--- src/rtl/spc_pcx_req_ctl_pkg.sv ---
// Shared constants and FSM encoding for the core-side PCX request issuer.
// Imported by the interface, the request FIFO and the top.
package spc_pcx_req_ctl_pkg;

  localparam int PCX_WIDTH   = 124;
  localparam int PCX_NDEST   = 5;
  localparam int PCX_CREDITS = 2;
  localparam int PCX_DEPTH   = 4;

  typedef enum logic {
    IDLE  = 1'b0,
    ATOM2 = 1'b1
  } pcx_st_e;

endpackage

--- src/rtl/spc_pcx_req_ctl_if.sv ---
// LSU enqueue side plus PCX request/grant side of the request issuer.
// master: the issuer itself; slave: the LSU/PCX environment around it.
interface spc_pcx_req_ctl_if
  import spc_pcx_req_ctl_pkg::*;
#(
  parameter int PKT_W = PCX_WIDTH,
  parameter int NDEST = PCX_NDEST
);

  logic             lsu_pcx_vld;
  logic [NDEST-1:0] lsu_pcx_dest;
  logic             lsu_pcx_atom;
  logic [PKT_W-1:0] lsu_pcx_data;
  logic             pcx_lsu_rdy;
  logic [NDEST-1:0] pcx_spc_grant_pa;
  logic             pcx_stall_pq;
  logic [NDEST-1:0] spc_pcx_req_pq;
  logic             spc_pcx_atom_pq;
  logic [PKT_W-1:0] spc_pcx_data_pa;
  logic             pcx_credit_err;

  modport master (
    input  lsu_pcx_vld,
    input  lsu_pcx_dest,
    input  lsu_pcx_atom,
    input  lsu_pcx_data,
    output pcx_lsu_rdy,
    input  pcx_spc_grant_pa,
    input  pcx_stall_pq,
    output spc_pcx_req_pq,
    output spc_pcx_atom_pq,
    output spc_pcx_data_pa,
    output pcx_credit_err
  );

  modport slave (
    output lsu_pcx_vld,
    output lsu_pcx_dest,
    output lsu_pcx_atom,
    output lsu_pcx_data,
    input  pcx_lsu_rdy,
    output pcx_spc_grant_pa,
    output pcx_stall_pq,
    input  spc_pcx_req_pq,
    input  spc_pcx_atom_pq,
    input  spc_pcx_data_pa,
    input  pcx_credit_err
  );

endinterface

--- src/rtl/pcx_req_fifo.sv ---
// In-order request FIFO: DEPTH entries of W bits, sync active-low reset.
// Ports: push/wdata in, pop in; head, head/next valid and count out.
module pcx_req_fifo
  import spc_pcx_req_ctl_pkg::*;
#(
  parameter int W     = 1 + PCX_NDEST + PCX_WIDTH,
  parameter int DEPTH = PCX_DEPTH,
  localparam int AW   = $clog2(DEPTH),
  localparam int CW   = $clog2(DEPTH + 1)
) (
  input  logic          clk_i,
  input  logic          rst_l_i,
  input  logic          push_i,
  input  logic [W-1:0]  wdata_i,
  input  logic          pop_i,
  output logic [W-1:0]  head_o,
  output logic          head_vld_o,
  output logic          nxt_vld_o,
  output logic [CW-1:0] cnt_o
);

  localparam logic [CW-1:0] FULL = CW'(DEPTH);

  logic [W-1:0]  mem_q [DEPTH];
  logic [AW-1:0] wr_q;
  logic [AW-1:0] rd_q;
  logic [CW-1:0] cnt_q;
  logic          do_push;
  logic          do_pop;

  assign do_push = push_i && (cnt_q != FULL);
  assign do_pop  = pop_i && (cnt_q != '0);

  // Pointers wrap naturally because DEPTH is a power of two.
  always_ff @(posedge clk_i) begin
    if (!rst_l_i) begin
      wr_q  <= '0;
      rd_q  <= '0;
      cnt_q <= '0;
    end else begin
      if (do_push) wr_q <= wr_q + AW'(1);
      if (do_pop)  rd_q <= rd_q + AW'(1);
      case ({do_push, do_pop})
        2'b10:   cnt_q <= cnt_q + CW'(1);
        2'b01:   cnt_q <= cnt_q - CW'(1);
        default: ;
      endcase
    end
  end

  always_ff @(posedge clk_i) begin
    if (do_push) mem_q[wr_q] <= wdata_i;
  end

  assign head_o     = mem_q[rd_q];
  assign head_vld_o = cnt_q != '0;
  assign nxt_vld_o  = cnt_q >= CW'(2);
  assign cnt_o      = cnt_q;

endmodule

--- src/rtl/spc_pcx_req_ctl.sv ---
// Core-side PCX request issuer: FIFO, per-dest credits, atomic-pair FSM.
// Ports: rclk, rst_l (sync, active low), bus (LSU enqueue + PCX req/grant).
module spc_pcx_req_ctl
  import spc_pcx_req_ctl_pkg::*;
#(
  parameter int PKT_W   = PCX_WIDTH,
  parameter int NDEST   = PCX_NDEST,
  parameter int DEPTH   = PCX_DEPTH,
  parameter int CREDITS = PCX_CREDITS
) (
  input logic            rclk,
  input logic            rst_l,
  spc_pcx_req_ctl_if.master bus
);

  localparam int EW = 1 + NDEST + PKT_W;
  localparam int CW = $clog2(CREDITS + 1);
  localparam int QW = $clog2(DEPTH + 1);
  localparam logic [CW-1:0] CMAX = CW'(CREDITS);

  logic [EW-1:0]    head;
  logic             head_vld;
  logic             nxt_vld;
  logic [QW-1:0]    cnt;
  logic             h_atom;
  logic [NDEST-1:0] h_dest;
  logic [PKT_W-1:0] h_data;
  logic             rdy;
  logic             push;

  pcx_st_e          state_q, state_d;
  logic [NDEST-1:0] adest_q, adest_d;
  logic [PKT_W-1:0] data_q, data_d;
  logic             err_q, err_d;
  logic [CW-1:0]    outst_q [NDEST];
  logic [CW-1:0]    outst_d [NDEST];

  logic [NDEST-1:0] cr_ok;
  logic [NDEST-1:0] cr_zero;
  logic             dest_ok;
  logic             dest_idle;
  logic             can_go;
  logic             issue;
  logic [NDEST-1:0] req;
  logic             atom;
  logic             mis;
  logic             gerr;

  assign rdy  = cnt < QW'(DEPTH);
  assign push = bus.lsu_pcx_vld && rdy;

  pcx_req_fifo #(
    .W     (EW),
    .DEPTH (DEPTH)
  ) u_fifo (
    .clk_i      (rclk),
    .rst_l_i    (rst_l),
    .push_i     (push),
    .wdata_i    ({bus.lsu_pcx_atom, bus.lsu_pcx_dest,
                  bus.lsu_pcx_data}),
    .pop_i      (issue),
    .head_o     (head),
    .head_vld_o (head_vld),
    .nxt_vld_o  (nxt_vld),
    .cnt_o      (cnt)
  );

  assign h_atom = head[EW-1];
  assign h_dest = head[PKT_W +: NDEST];
  assign h_data = head[PKT_W-1:0];

  always_comb begin
    cr_ok   = '0;
    cr_zero = '0;
    for (int d = 0; d < NDEST; d++) begin
      cr_ok[d]   = outst_q[d] < CMAX;
      cr_zero[d] = outst_q[d] == '0;
    end
  end

  // Only the bits set in the one-hot dest take part in the check.
  assign dest_ok   = &(cr_ok | ~h_dest);
  assign dest_idle = &(cr_zero | ~h_dest);

  // An atomic first half waits for its partner and an idle destination,
  // so the second half can go out unconditionally next cycle.
  assign can_go = head_vld && !bus.pcx_stall_pq && dest_ok &&
                  (!h_atom || (nxt_vld && dest_idle));

  always_comb begin
    state_d = state_q;
    adest_d = adest_q;
    issue   = 1'b0;
    req     = '0;
    atom    = 1'b0;
    mis     = 1'b0;
    unique case (state_q)
      IDLE: begin
        if (can_go) begin
          issue = 1'b1;
          req   = h_dest;
          atom  = h_atom;
          if (h_atom) begin
            state_d = ATOM2;
            adest_d = h_dest;
          end
        end
      end
      ATOM2: begin
        state_d = IDLE;
        if (head_vld) begin
          issue = 1'b1;
          req   = adest_q;
          mis   = h_dest != adest_q;
        end
      end
    endcase
  end

  always_comb begin
    gerr = 1'b0;
    for (int d = 0; d < NDEST; d++) begin
      outst_d[d] = outst_q[d];
      case ({req[d], bus.pcx_spc_grant_pa[d]})
        2'b10: outst_d[d] = outst_q[d] + CW'(1);
        2'b01: begin
          if (cr_zero[d]) gerr = 1'b1;
          else outst_d[d] = outst_q[d] - CW'(1);
        end
        default: ;
      endcase
    end
  end

  assign err_d  = err_q | gerr | mis;
  assign data_d = issue ? h_data : '0;

  always_ff @(posedge rclk) begin
    if (!rst_l) begin
      state_q <= IDLE;
      adest_q <= '0;
      data_q  <= '0;
      err_q   <= 1'b0;
      for (int d = 0; d < NDEST; d++) outst_q[d] <= '0;
    end else begin
      state_q <= state_d;
      adest_q <= adest_d;
      data_q  <= data_d;
      err_q   <= err_d;
      for (int d = 0; d < NDEST; d++) outst_q[d] <= outst_d[d];
    end
  end

  assign bus.pcx_lsu_rdy     = rdy;
  assign bus.spc_pcx_req_pq  = req;
  assign bus.spc_pcx_atom_pq = atom;
  assign bus.spc_pcx_data_pa = data_q;
  assign bus.pcx_credit_err  = err_q;

endmodule

--- src/flat_wrapper.sv ---
// flat-port wrapper written by rule: the top's interface ports become plain ports
module spc_pcx_req_ctl_flat import spc_pcx_req_ctl_pkg::*;
#(
  parameter int PKT_W   = PCX_WIDTH,
  parameter int NDEST   = PCX_NDEST,
  parameter int DEPTH   = PCX_DEPTH,
  parameter int CREDITS = PCX_CREDITS
)
  (rclk, rst_l, bus_lsu_pcx_vld, bus_lsu_pcx_dest, bus_lsu_pcx_atom, bus_lsu_pcx_data, bus_pcx_lsu_rdy, bus_pcx_spc_grant_pa, bus_pcx_stall_pq, bus_spc_pcx_req_pq, bus_spc_pcx_atom_pq, bus_spc_pcx_data_pa, bus_pcx_credit_err);
  spc_pcx_req_ctl_if #(.PKT_W(PKT_W), .NDEST(NDEST)) bus_i ();
  input logic rclk;
  input logic rst_l;
  input wire logic [$bits(bus_i.lsu_pcx_vld)-1:0] bus_lsu_pcx_vld;
  input wire logic [$bits(bus_i.lsu_pcx_dest)-1:0] bus_lsu_pcx_dest;
  input wire logic [$bits(bus_i.lsu_pcx_atom)-1:0] bus_lsu_pcx_atom;
  input wire logic [$bits(bus_i.lsu_pcx_data)-1:0] bus_lsu_pcx_data;
  output wire logic [$bits(bus_i.pcx_lsu_rdy)-1:0] bus_pcx_lsu_rdy;
  input wire logic [$bits(bus_i.pcx_spc_grant_pa)-1:0] bus_pcx_spc_grant_pa;
  input wire logic [$bits(bus_i.pcx_stall_pq)-1:0] bus_pcx_stall_pq;
  output wire logic [$bits(bus_i.spc_pcx_req_pq)-1:0] bus_spc_pcx_req_pq;
  output wire logic [$bits(bus_i.spc_pcx_atom_pq)-1:0] bus_spc_pcx_atom_pq;
  output wire logic [$bits(bus_i.spc_pcx_data_pa)-1:0] bus_spc_pcx_data_pa;
  output wire logic [$bits(bus_i.pcx_credit_err)-1:0] bus_pcx_credit_err;
  assign bus_i.lsu_pcx_vld = bus_lsu_pcx_vld;
  assign bus_i.lsu_pcx_dest = bus_lsu_pcx_dest;
  assign bus_i.lsu_pcx_atom = bus_lsu_pcx_atom;
  assign bus_i.lsu_pcx_data = bus_lsu_pcx_data;
  assign bus_pcx_lsu_rdy = bus_i.pcx_lsu_rdy;
  assign bus_i.pcx_spc_grant_pa = bus_pcx_spc_grant_pa;
  assign bus_i.pcx_stall_pq = bus_pcx_stall_pq;
  assign bus_spc_pcx_req_pq = bus_i.spc_pcx_req_pq;
  assign bus_spc_pcx_atom_pq = bus_i.spc_pcx_atom_pq;
  assign bus_spc_pcx_data_pa = bus_i.spc_pcx_data_pa;
  assign bus_pcx_credit_err = bus_i.pcx_credit_err;
  spc_pcx_req_ctl #(.PKT_W(PKT_W), .NDEST(NDEST), .DEPTH(DEPTH), .CREDITS(CREDITS)) u_core (.rclk(rclk), .rst_l(rst_l), .bus(bus_i));
endmodule
--- config.mk ---
export PLATFORM = sky130hd
export DESIGN_NAME = spc_pcx_req_ctl_flat
export DESIGN_NICKNAME = d
export VERILOG_FILES = /design/src/rtl/spc_pcx_req_ctl_pkg.sv /design/src/rtl/spc_pcx_req_ctl_if.sv /design/src/rtl/pcx_req_fifo.sv /design/src/rtl/spc_pcx_req_ctl.sv /design/src/flat_wrapper.sv
export SDC_FILE = /design/constraint.sdc
export NUM_CORES = 1
export LEC_CHECK = 0
export BUFFER_PORTS_ARGS = -buffer_cell sky130_fd_sc_hd__buf_2
export CORE_MARGIN = 2
export CORE_UTILIZATION = 40
export CTS_CLUSTER_DIAMETER = 100
export DETAILED_ROUTE_END_ITERATION = 12
export HOLD_SLACK_MARGIN = 0.05
export SLEW_MARGIN = 5
export SYNTH_ARGS = -nofsm -noshare
export SYNTH_HDL_FRONTEND = slang
export SYNTH_SLANG_ARGS = --single-unit
--- constraint.sdc ---
create_clock -name rclk -period 6.4 [get_ports rclk]
set_input_delay 1.92 -clock rclk [delete_from_list [all_inputs] [get_ports rclk]]
set_output_delay 1.92 -clock rclk [all_outputs]
set_load 0.02 [all_outputs]
==> results by group <==
Run status
  – Run status: completed

Setup path
  – Required time worst endpoint: 4.48 ns
  – CP Capture Type: output port
  – Worst Setup Start Kind: primary input
  – Maximum fanout along the worst path: 7
  – Class of the most critical setup path: primary input to output port
  – Crit path launch: bus_pcx_stall_pq
  – Arrival time reported for the critical path endpoint: 3.88 ns

Drt
  – Routed length on met1: 20600 um
  – Post-detailed-route DRC marker count: 0
  – Initial drt markers: 641
  – Met2 WL: 24900 um
  – Drt total wl: 49900 um
  – Ratio of routed vias to standard cells: 5.10
  – Via count: 11700
  – Routed length on met3: 3370 um
  – Highest routed metal layer: met5
  – Number of routed nets with antenna violations: 0
  – Number of detailed-routing iterations run before antenna repair: 5
  – Wire length per cell: 21.7 um

Synthesis
  – Synthesis warning total: 0
  – Number of enable flip-flop cells after synthesis: 520
  – Count of state elements after synthesis: 670
  – Post-Syn Area: 23700 sq um
  – Top cell type's share of synthesized area: 65.8%
  – Main area contributors after synthesis: edfxtp_1 (66%), dfxtp_1 (13%), mux4_2 (12%)
  – Number of distinct standard cells referenced by the synthesized netlist: 56
  – Count of mapped cells out of synthesis: 1167
  – Fraction of synthesis flops using an asynchronous set or reset pin: 0%
  – Largest area contributor in the netlist: edfxtp_1
  – Cell types with the highest counts after synthesis: edfxtp_1 (520), dfxtp_1 (150), mux4_2 (126)
  – Portion of the post-synthesis area used by sequential elements: 78.4%
  – Syn Nets: 1312
  – Synthesized area per cell: 20.3 sq um
  – Post-synth top flop: edfxtp_1
  – Cell with the most instances after synthesis: edfxtp_1

Floorplan
  – Floorplan core area: 58800 sq um
  – Placement row count: 89
  – Die Height: 248 um
  – Number of placed I/O pins: 271
  – Effective utilization at floorplan: 40.4%
  – Die X: 248 um
  – DIE AREA: 61300 sq um

Timing
  – Slew at the pin with the worst max-slew slack: 0.953 ns
  – Post-layout worst setup margin: 0.597 ns
  – RSZ-0062 raised after global routing: no
  – Top achievable clock speed: 172 MHz
  – Final Hold Vio Count: 0
  – Final Max Slew Viols: 0
  – TNS Setup: 0 ns
  – Number of setup violations in the final report: 0
  – Clock period minus final worst setup slack: 5.80 ns
  – Post-route fraction of the period consumed by the critical path: 90.7%
  – Final setup skew: 0.0206 ns
  – Relative max-transition margin: 36.5%

Place
  – Detailed placer's ending HPWL: 27100 um
  – IO Port Bufs: 270
  – Post-placement setup slack: 0.593 ns
  – Global placement routability congestion: 0.822

Global route
  – Largest net degree at the start of global routing: 131
  – Total overflow reported by the global router: 0
  – Number of antenna violations at the first check in global routing: 15
  – Wire length of the first global-routing pass: 74800 um
  – Overall track demand over capacity in global routing: 16.3%
  – Via count of the first global-routing pass: 12300

Clocking
  – Clock Sink Count: 670
  – # Post-CTS Setup Buffers: 0
  – Total CTS buffers: 73
  – Clock-pin transition on the worst setup and hold timing paths: 0.05 ns
  – Post-CTS resize count: 0
  – Buffer levels on the longest clock path: 3
  – CTS Hold Buffers Added: 0
  – Clock Tree Root: clkbuf_16
  – Worst skew pair latency: 0.60 ns
  – Clock tree from TritonCTS: yes
  – Maximum level of the CTS H-tree: 3

Job
  – Count of max-cap constraint violations: 0

Hold path
  – Hold path start: u_core.u_fifo.rd_q[1]
  – Worst min-delay path class: register to register

Layout
  – Layout cells sized above 1: 34.9%
  – Nets@finish: 1608
  – Layout-stage area growth over the synthesis result: 20.0%

Power and ir drop
  – Leakage dissipation: 10.4 nW
  – Power per Cell Area: 400 nW/um^2
  – Worst vdd ir: 322 uV
-- cells in the final DEF (no fill, tap or decap), drive strengths merged, types with 2 or more instances in the layout --
master	synthesis	final
edfxtp	520	520
buf	7	286
dfxtp	150	150
mux4	127	127
and3	125	125
clkbuf	58	105
inv	19	22
nor2	17	17
o21ai	17	17
clkinv	0	17
nand2	16	16
mux2i	13	13
a21oi	9	9
bufinv	0	9
nand3	8	8
xnor2	7	7
and2	7	7
diode	0	5
nor3	5	5
ha	5	5
o21bai	5	5
xor2	4	4
a31oi	4	4
o22ai	3	3
nor2b	3	3
nor4	3	3
a2111oi	3	3
or3	2	2
nand4	2	2
o31a	2	2
o2111ai	2	2
o21a	2	2
a211oi	2	2
nor3b	2	2
and4	2	2
-- cell families after synthesis --
kind of cell | after synthesis | share of synthesized area [%]
flip-flops | 670 | 78.4
AND/OR/NAND/NOR | 196 | 4.81
multiplexers | 141 | 12.7
buffers and inverters | 84 | 1.39
AO/OA/AOI/OAI | 59 | 1.94
XOR/XNOR | 11 | 0.406
adder cells (fa/ha/maj) | 6 | 0.348
-- area by class of cell --
| type | count | area (sq um) |
|---|---|---|
| Fill cell | 4939 | 30300 |
| Sequential cell | 670 | 18600 |
| Multi-Input combinational cell | 413 | 4810 |
| Clock buffer | 105 | 2040 |
| Timing Repair Buffer | 286 | 1540 |
| Tap cell | 773 | 967 |
| Clock inverter | 30 | 425 |
| Inverter | 19 | 71.3 |
| Antenna cell | 5 | 12.5 |
-- report_power, final --
group | internal, mW | switching (mW)
combinational | 0.766 | 1.03
sequential | 5.20 | 0.149
clock | 2.60 | 1.66
-- worst paths after layout --
path,depth (start not counted),slack (ns),end
setup / recovery,7,0.60,bus_spc_pcx_atom_pq
hold / removal,2,0.49,register
setup reg to reg,11,2.45,u_core.u_fifo.cnt_o[2]
hold reg to reg,2,0.49,register
-- critical path, stage by stage --
cell and delay (ns):
buf_2 0.10, a2111o_1 0.37, a2111oi_4 0.49, nand2_1 0.18
or3b_1 0.54, inv_1 0.11, buf_2 0.16
-- sequential cells by signal, indices dropped and copies added (netlist names), named ones only --
register	cells
u_core.bus.pcx_credit_err	1
u_core.state_q	1
u_core.outst_q	10
u_core.u_fifo.rd_q	2
u_core.u_fifo.mem_q	520
u_core.adest_q	5
u_core.u_fifo.wr_q	2
u_core.u_fifo.cnt_o	3
u_core.bus.spc_pcx_data_pa	124
-- metal layers --
metal	track usage, %	vias up
li1	-	5292
met1	20.9	6062
met2	26.8	267
met3	5.01	85
met4	5.02	22
met5	0	-
-- metrics by stage --
stage / total power [mW] / hold slack, ns / instances / area, sq um / utilization (%)
2_1_floorplan: 6.71 / 0.454 / 1167 / 23700 / -
3_3_place_gp: 7.25 / 0.464 / 2161 / 26000 / 44.2
3_5_place_dp: 7.29 / 0.479 / 2161 / 26000 / 44.2
4_1_cts: 11.6 / 0.490 / 2296 / 28500 / 48.4
5_1_grt: 11.9 / 0.528 / 2300 / 28500 / 48.4
6_report: 11.4 / 0.490 / 2301 / 28500 / 48.4
Note: power is estimated with default switching activity, not from simulation.
